`config.mk`:
```
export PLATFORM = sky130hd
export DESIGN_NAME = immediate_pipe
export DESIGN_NICKNAME = d
export VERILOG_FILES = /design/src/rtl/immediate_pipe.sv
export SDC_FILE = /design/constraint.sdc
export NUM_CORES = 1
export LEC_CHECK = 0
export BUFFER_PORTS_ARGS = -buffer_cell sky130_fd_sc_hd__buf_2
export CAP_MARGIN = 20
export CORE_MARGIN = 10
export CORE_UTILIZATION = 29
export DETAILED_ROUTE_END_ITERATION = 12
export HOLD_SLACK_MARGIN = 0.12
export SETUP_SLACK_MARGIN = 0.1
export SLEW_MARGIN = 10
export SYNTH_ARGS = -nofsm -noshare
export SYNTH_HDL_FRONTEND = slang
export SYNTH_SLANG_ARGS = --single-unit
```
`constraint.sdc`:
```
create_clock -name clock -period 1.7 [get_ports clock]
set_input_delay 0.34 -clock clock [delete_from_list [all_inputs] [get_ports clock]]
set_output_delay 0.34 -clock clock [all_outputs]
set_load 0.01 [all_outputs]
```
`src/rtl/immediate_pipe.sv`:
```
// RISC-V immediate extractor behind a 2-entry FIFO (output register + skid register).
// Decodes format and sign-extended immediate at accept time; emits in order.
module immediate_pipe #(
    parameter int XLEN     = 32,
    parameter bit RV64_OPS = 1'b0
) (
    input  logic            clock,
    input  logic            reset_n,
    input  logic            in_valid,
    output logic            in_ready,
    input  logic [31:0]     in_inst,
    output logic            out_valid,
    input  logic            out_ready,
    output logic [31:0]     out_inst,
    output logic [XLEN-1:0] out_imm,
    output logic [2:0]      out_fmt
);

    localparam logic [6:0] OP_LOAD     = 7'b0000011;
    localparam logic [6:0] OP_LOAD_FP  = 7'b0000111;
    localparam logic [6:0] OP_OP_IMM   = 7'b0010011;
    localparam logic [6:0] OP_IMM_32   = 7'b0011011;
    localparam logic [6:0] OP_JALR     = 7'b1100111;
    localparam logic [6:0] OP_STORE    = 7'b0100011;
    localparam logic [6:0] OP_STORE_FP = 7'b0100111;
    localparam logic [6:0] OP_BRANCH   = 7'b1100011;
    localparam logic [6:0] OP_AUIPC    = 7'b0010111;
    localparam logic [6:0] OP_LUI      = 7'b0110111;
    localparam logic [6:0] OP_JAL      = 7'b1101111;

    localparam logic [2:0] FMT_NONE = 3'd0;
    localparam logic [2:0] FMT_I    = 3'd1;
    localparam logic [2:0] FMT_S    = 3'd2;
    localparam logic [2:0] FMT_B    = 3'd3;
    localparam logic [2:0] FMT_U    = 3'd4;
    localparam logic [2:0] FMT_J    = 3'd5;

    localparam bit OP_IMM_32_EN = RV64_OPS && (XLEN == 64);

    typedef enum logic [1:0] {
        EMPTY = 2'd0,
        ONE   = 2'd1,
        FULL  = 2'd2
    } count_t;

    count_t count;

    logic [2:0]      dec_fmt;
    logic [31:0]     dec_imm32;
    logic [XLEN-1:0] dec_imm;
    logic [31:0]     skid_inst;
    logic [XLEN-1:0] skid_imm;
    logic [2:0]      skid_fmt;
    logic            accept;
    logic            emit;

    assign in_ready  = (count != FULL);
    assign out_valid = (count != EMPTY);
    assign accept    = in_valid & in_ready;
    assign emit      = out_valid & out_ready;

    always_comb begin
        dec_fmt = FMT_NONE;
        case (in_inst[6:0])
            OP_LOAD, OP_LOAD_FP, OP_OP_IMM, OP_JALR: dec_fmt = FMT_I;
            OP_IMM_32:            if (OP_IMM_32_EN) dec_fmt = FMT_I;
            OP_STORE, OP_STORE_FP: dec_fmt = FMT_S;
            OP_BRANCH:            dec_fmt = FMT_B;
            OP_AUIPC, OP_LUI:     dec_fmt = FMT_U;
            OP_JAL:               dec_fmt = FMT_J;
            default:              dec_fmt = FMT_NONE;
        endcase
    end

    always_comb begin
        dec_imm32 = '0;
        case (dec_fmt)
            FMT_I: dec_imm32 = {{20{in_inst[31]}}, in_inst[31:20]};
            FMT_S: dec_imm32 = {{20{in_inst[31]}}, in_inst[31:25], in_inst[11:7]};
            FMT_B: dec_imm32 = {{19{in_inst[31]}}, in_inst[31], in_inst[7],
                                in_inst[30:25], in_inst[11:8], 1'b0};
            FMT_U: dec_imm32 = {in_inst[31:12], 12'b0};
            FMT_J: dec_imm32 = {{11{in_inst[31]}}, in_inst[31], in_inst[19:12],
                                in_inst[20], in_inst[30:21], 1'b0};
            default: dec_imm32 = '0;
        endcase
    end

    // Every format's 32-bit immediate already carries inst[31] in bit 31, so widening is a plain sext.
    generate
        if (XLEN == 64) begin : g_sext64
            assign dec_imm = {{(XLEN-32){dec_imm32[31]}}, dec_imm32};
        end else begin : g_sext32
            assign dec_imm = dec_imm32;
        end
    endgenerate

    always_ff @(posedge clock or negedge reset_n) begin
        if (!reset_n) begin
            count     <= EMPTY;
            out_inst  <= '0;
            out_imm   <= '0;
            out_fmt   <= FMT_NONE;
            skid_inst <= '0;
            skid_imm  <= '0;
            skid_fmt  <= FMT_NONE;
        end else begin
            case (count)
                EMPTY: if (accept) begin
                    out_inst <= in_inst;
                    out_imm  <= dec_imm;
                    out_fmt  <= dec_fmt;
                    count    <= ONE;
                end
                ONE: begin
                    // Simultaneous accept+emit bypasses the skid and refills the output directly.
                    if (accept && emit) begin
                        out_inst <= in_inst;
                        out_imm  <= dec_imm;
                        out_fmt  <= dec_fmt;
                    end else if (accept) begin
                        skid_inst <= in_inst;
                        skid_imm  <= dec_imm;
                        skid_fmt  <= dec_fmt;
                        count     <= FULL;
                    end else if (emit) begin
                        count <= EMPTY;
                    end
                end
                FULL: if (emit) begin
                    out_inst <= skid_inst;
                    out_imm  <= skid_imm;
                    out_fmt  <= skid_fmt;
                    count    <= ONE;
                end
                default: count <= EMPTY;
            endcase
        end
    end

endmodule

```
==> out/metrics.cfg <==
[layout]
drive_above_1_share_pct=29.2
antenna_cells=0
final_cells=1125
area_growth_syn_to_layout_pct=38.8
layout.nets=878
fillers=2001
final_cell_mix=nand2_1, dfrtp_1, buf_2, nor2_1, buf_4
fin_area_um2=8300
layout_commonest_cell=nand2_1

[logic_synthesis]
synth_top_flop_cell=dfrtp_1
synth_nets=716
synthTopCellsByArea=dfrtp_1, nand2_1, nor2_1, a21oi_1, a31oi_1
seq_area_frac_synth_pct=56.9
ys_types=44
netlist.area_leader.share_pct=56.9
synthMuxAreaShare_pct=0
yosysWarningCount=0
synth_edf_count=0
syn_area_per_cell_um2=8.79
syn_inst=680
synth_fa_ha_area_share_pct=0
syn_area_um2=5980
synth_top_family_by_area=simple AND/OR/NAND/NOR gates
yosysTopAreaCell=dfrtp_1
synth_seq_cells=136
synthArstFlopShare_pct=100
yosys.area_share.simple_pct=23.2
synth-xor-area-share_pct=0.146
synth_compound_area_share_pct=16.3

[placement]
placed_area_um2=7250
dpl.cell_count=1071
gp_congestion=0.841
port_buffers=104
dpl.hpwl_um=13300

[cts]
root_buffer=clkbuf_16
clkTransAtPathRegs_ns=0.06
clockBufferDepth=2
clock-sinks=136
clk_latency_ns=0.43
h-tree-depth=4
cts_buffers=17
cts_tree=done

[die]
die_area_um2=26800
dieWidth_um=164
coreArea_um2=20200
row_count=52
initial_utilization_pct=29.6
boundaryPins=105
chipHeight_um=164

[sta]
hold_violations=0
period_needed_ns=1.71
timing.fmax_mhz=586
grt_setup_unrepaired=yes
drv_slew=0
finClkSkew_ns=0.0108
setup_viol=1
layout_setup_ws_ns=-0.00589
worstMarginPinSlew_ns=0.508
slew_headroom_pct=66.1
timing.final.crit_share_pct=100

[worst_setup_path]
cp.arrival_ns=1.37
worstPathRequired_ns=1.36
worst-r2r-cell-count=8
start_kind=flop
reg2reg_slack_ns=0.03
critPathCaptureType=output port
crit_fanout=4
r2r_end=out_imm[7]
rr_startpoint=count[0]
path_class=flop to output port

[routing]
vias=5473
wire_per_inst_um=17.7
dr.pass1.iters=5
drtAntennaViolNets=0
drt_iter0_markers=400
drt-vias-per-instance=4.86
route.detailed.drc=0
wl_um=19900

[power]
p_total_mw=11.1
powerDensity_nw_per_um2=1340
max-vdd-ir-drop_uv=733
p_leak_nw=3.88

[global_routing]
grt_max_degree=49
grt_antenna_before_repair=0
track_usage_pct=14.3
grt-ovfl-total=0
first_global_vias=5407
grt_pass1_wl_um=30000

[run_status]
violations=negative setup slack
status=finished, violations left

[min_path]
whs_path_depth=2
hold_path.class=input port to flop
min_to=count[1]
worstHoldStart=out_ready

[flow_run]
drv_cap=0

==> how the worst max path moves through the flow <==
stage / depth (start not counted) / from / to
2_1_floorplan: 5 / in_inst[3] / out_imm[0]
3_3_place_gp: 9 / in_inst[2] / out_imm[12]
3_5_place_dp: 9 / in_inst[2] / out_imm[12]
4_1_cts: 4 / count[0] / in_ready
6_report: 4 / count[0] / in_ready
5_1_grt: 4 / count[0] / in_ready
==> through the flow <==
stage	worst slack (ns)	hold slack, ns	utilization, %	setup TNS, ns
3_3_place_gp	-0.136	0.327	35.8	-2.05
6_report	-0.00589	0.154	41.0	-0.00589
5_1_grt	-0.0495	0.156	41.0	-0.161
2_1_floorplan	0.101	0.0444	-	0
4_1_cts	0.00693	0.129	39.5	0
3_5_place_dp	-0.158	0.327	35.8	-2.65
==> area by class of cell <==
cell class                 instances  area, um^2  share of cell area (%)
timing repair buffer             187        1420                    17.2
tap                              270         338                    4.07
clock buffer                      18         439                    5.29
timing repair inverter             1        11.3                   0.136
multi-input combinational        497        2500                    30.1
clock inverter                    14         171                    2.07
sequential                       136        3400                    41.0
inverter                           2        15.0                   0.181
==> logic make-up after synthesis <==
family | count (synthesis)
AOI/OAI and AO/OA | 157
xor gates and xnor gates | 1
buffers and inverters | 47
DFF | 136
and+or+nand+nor | 339
==> layer usage <==
metal / wire length, um / global-route usage [%] / up-vias
met5: 0 / 0 / -
met4: 343 / 4.75 / 0
met3: 1150 / 4.66 / 30
met2: 9220 / 22.5 / 146
met1: 9180 / 18.1 / 2657
li1: - / - / 2640
==> timing repair <==
| item | CTS | global route |
|---|---|---|
| gates resized for setup | 19 | 48 |
| endpoints found under the hold margin | 42 | 0 |
| setup endpoints to repair | 54 | 110 |
| pin swaps | 1 | 9 |
| buffers inserted | 7 | 8 |
| gates cloned | 1 | 5 |
| hold buffers | 1 | 0 |
==> registers in the layout, indices dropped and copies added (netlist names) <==
register and flops:
out_imm 32, out_inst 32, skid_imm 32, skid_inst 32
out_fmt 3, skid_fmt 3, count 2
==> power breakdown <==
group	internal (mW)	total, mW	switching (mW)
clock	2.35	3.86	1.51
sequential	4.13	4.60	0.476
combinational	1.15	2.68	1.54
==> cells in the mapped netlist (3+ instances only) <==
cell	number
dfrtp_1	136
clkbuf_1	25
a22o_1	4
a31oi_1	35
or3_1	12
nand3_1	5
nand2_1	217
nand2b_1	4
a211oi_1	3
nor2b_1	4
nand3b_1	3
a32oi_1	7
a21boi_0	8
buf_2	20
o21ai_0	27
nor2_1	79
o21ai_1	9
a21oi_1	47
==> worst max-delay path: stages (launching register included) <==
cell	delay, ns
dfrtp_1	0.41
buf_6	0.14
nor2b_4	0.21
inv_8	0.06
buf_6	0.12
Power figures use the tool's default switching activity.
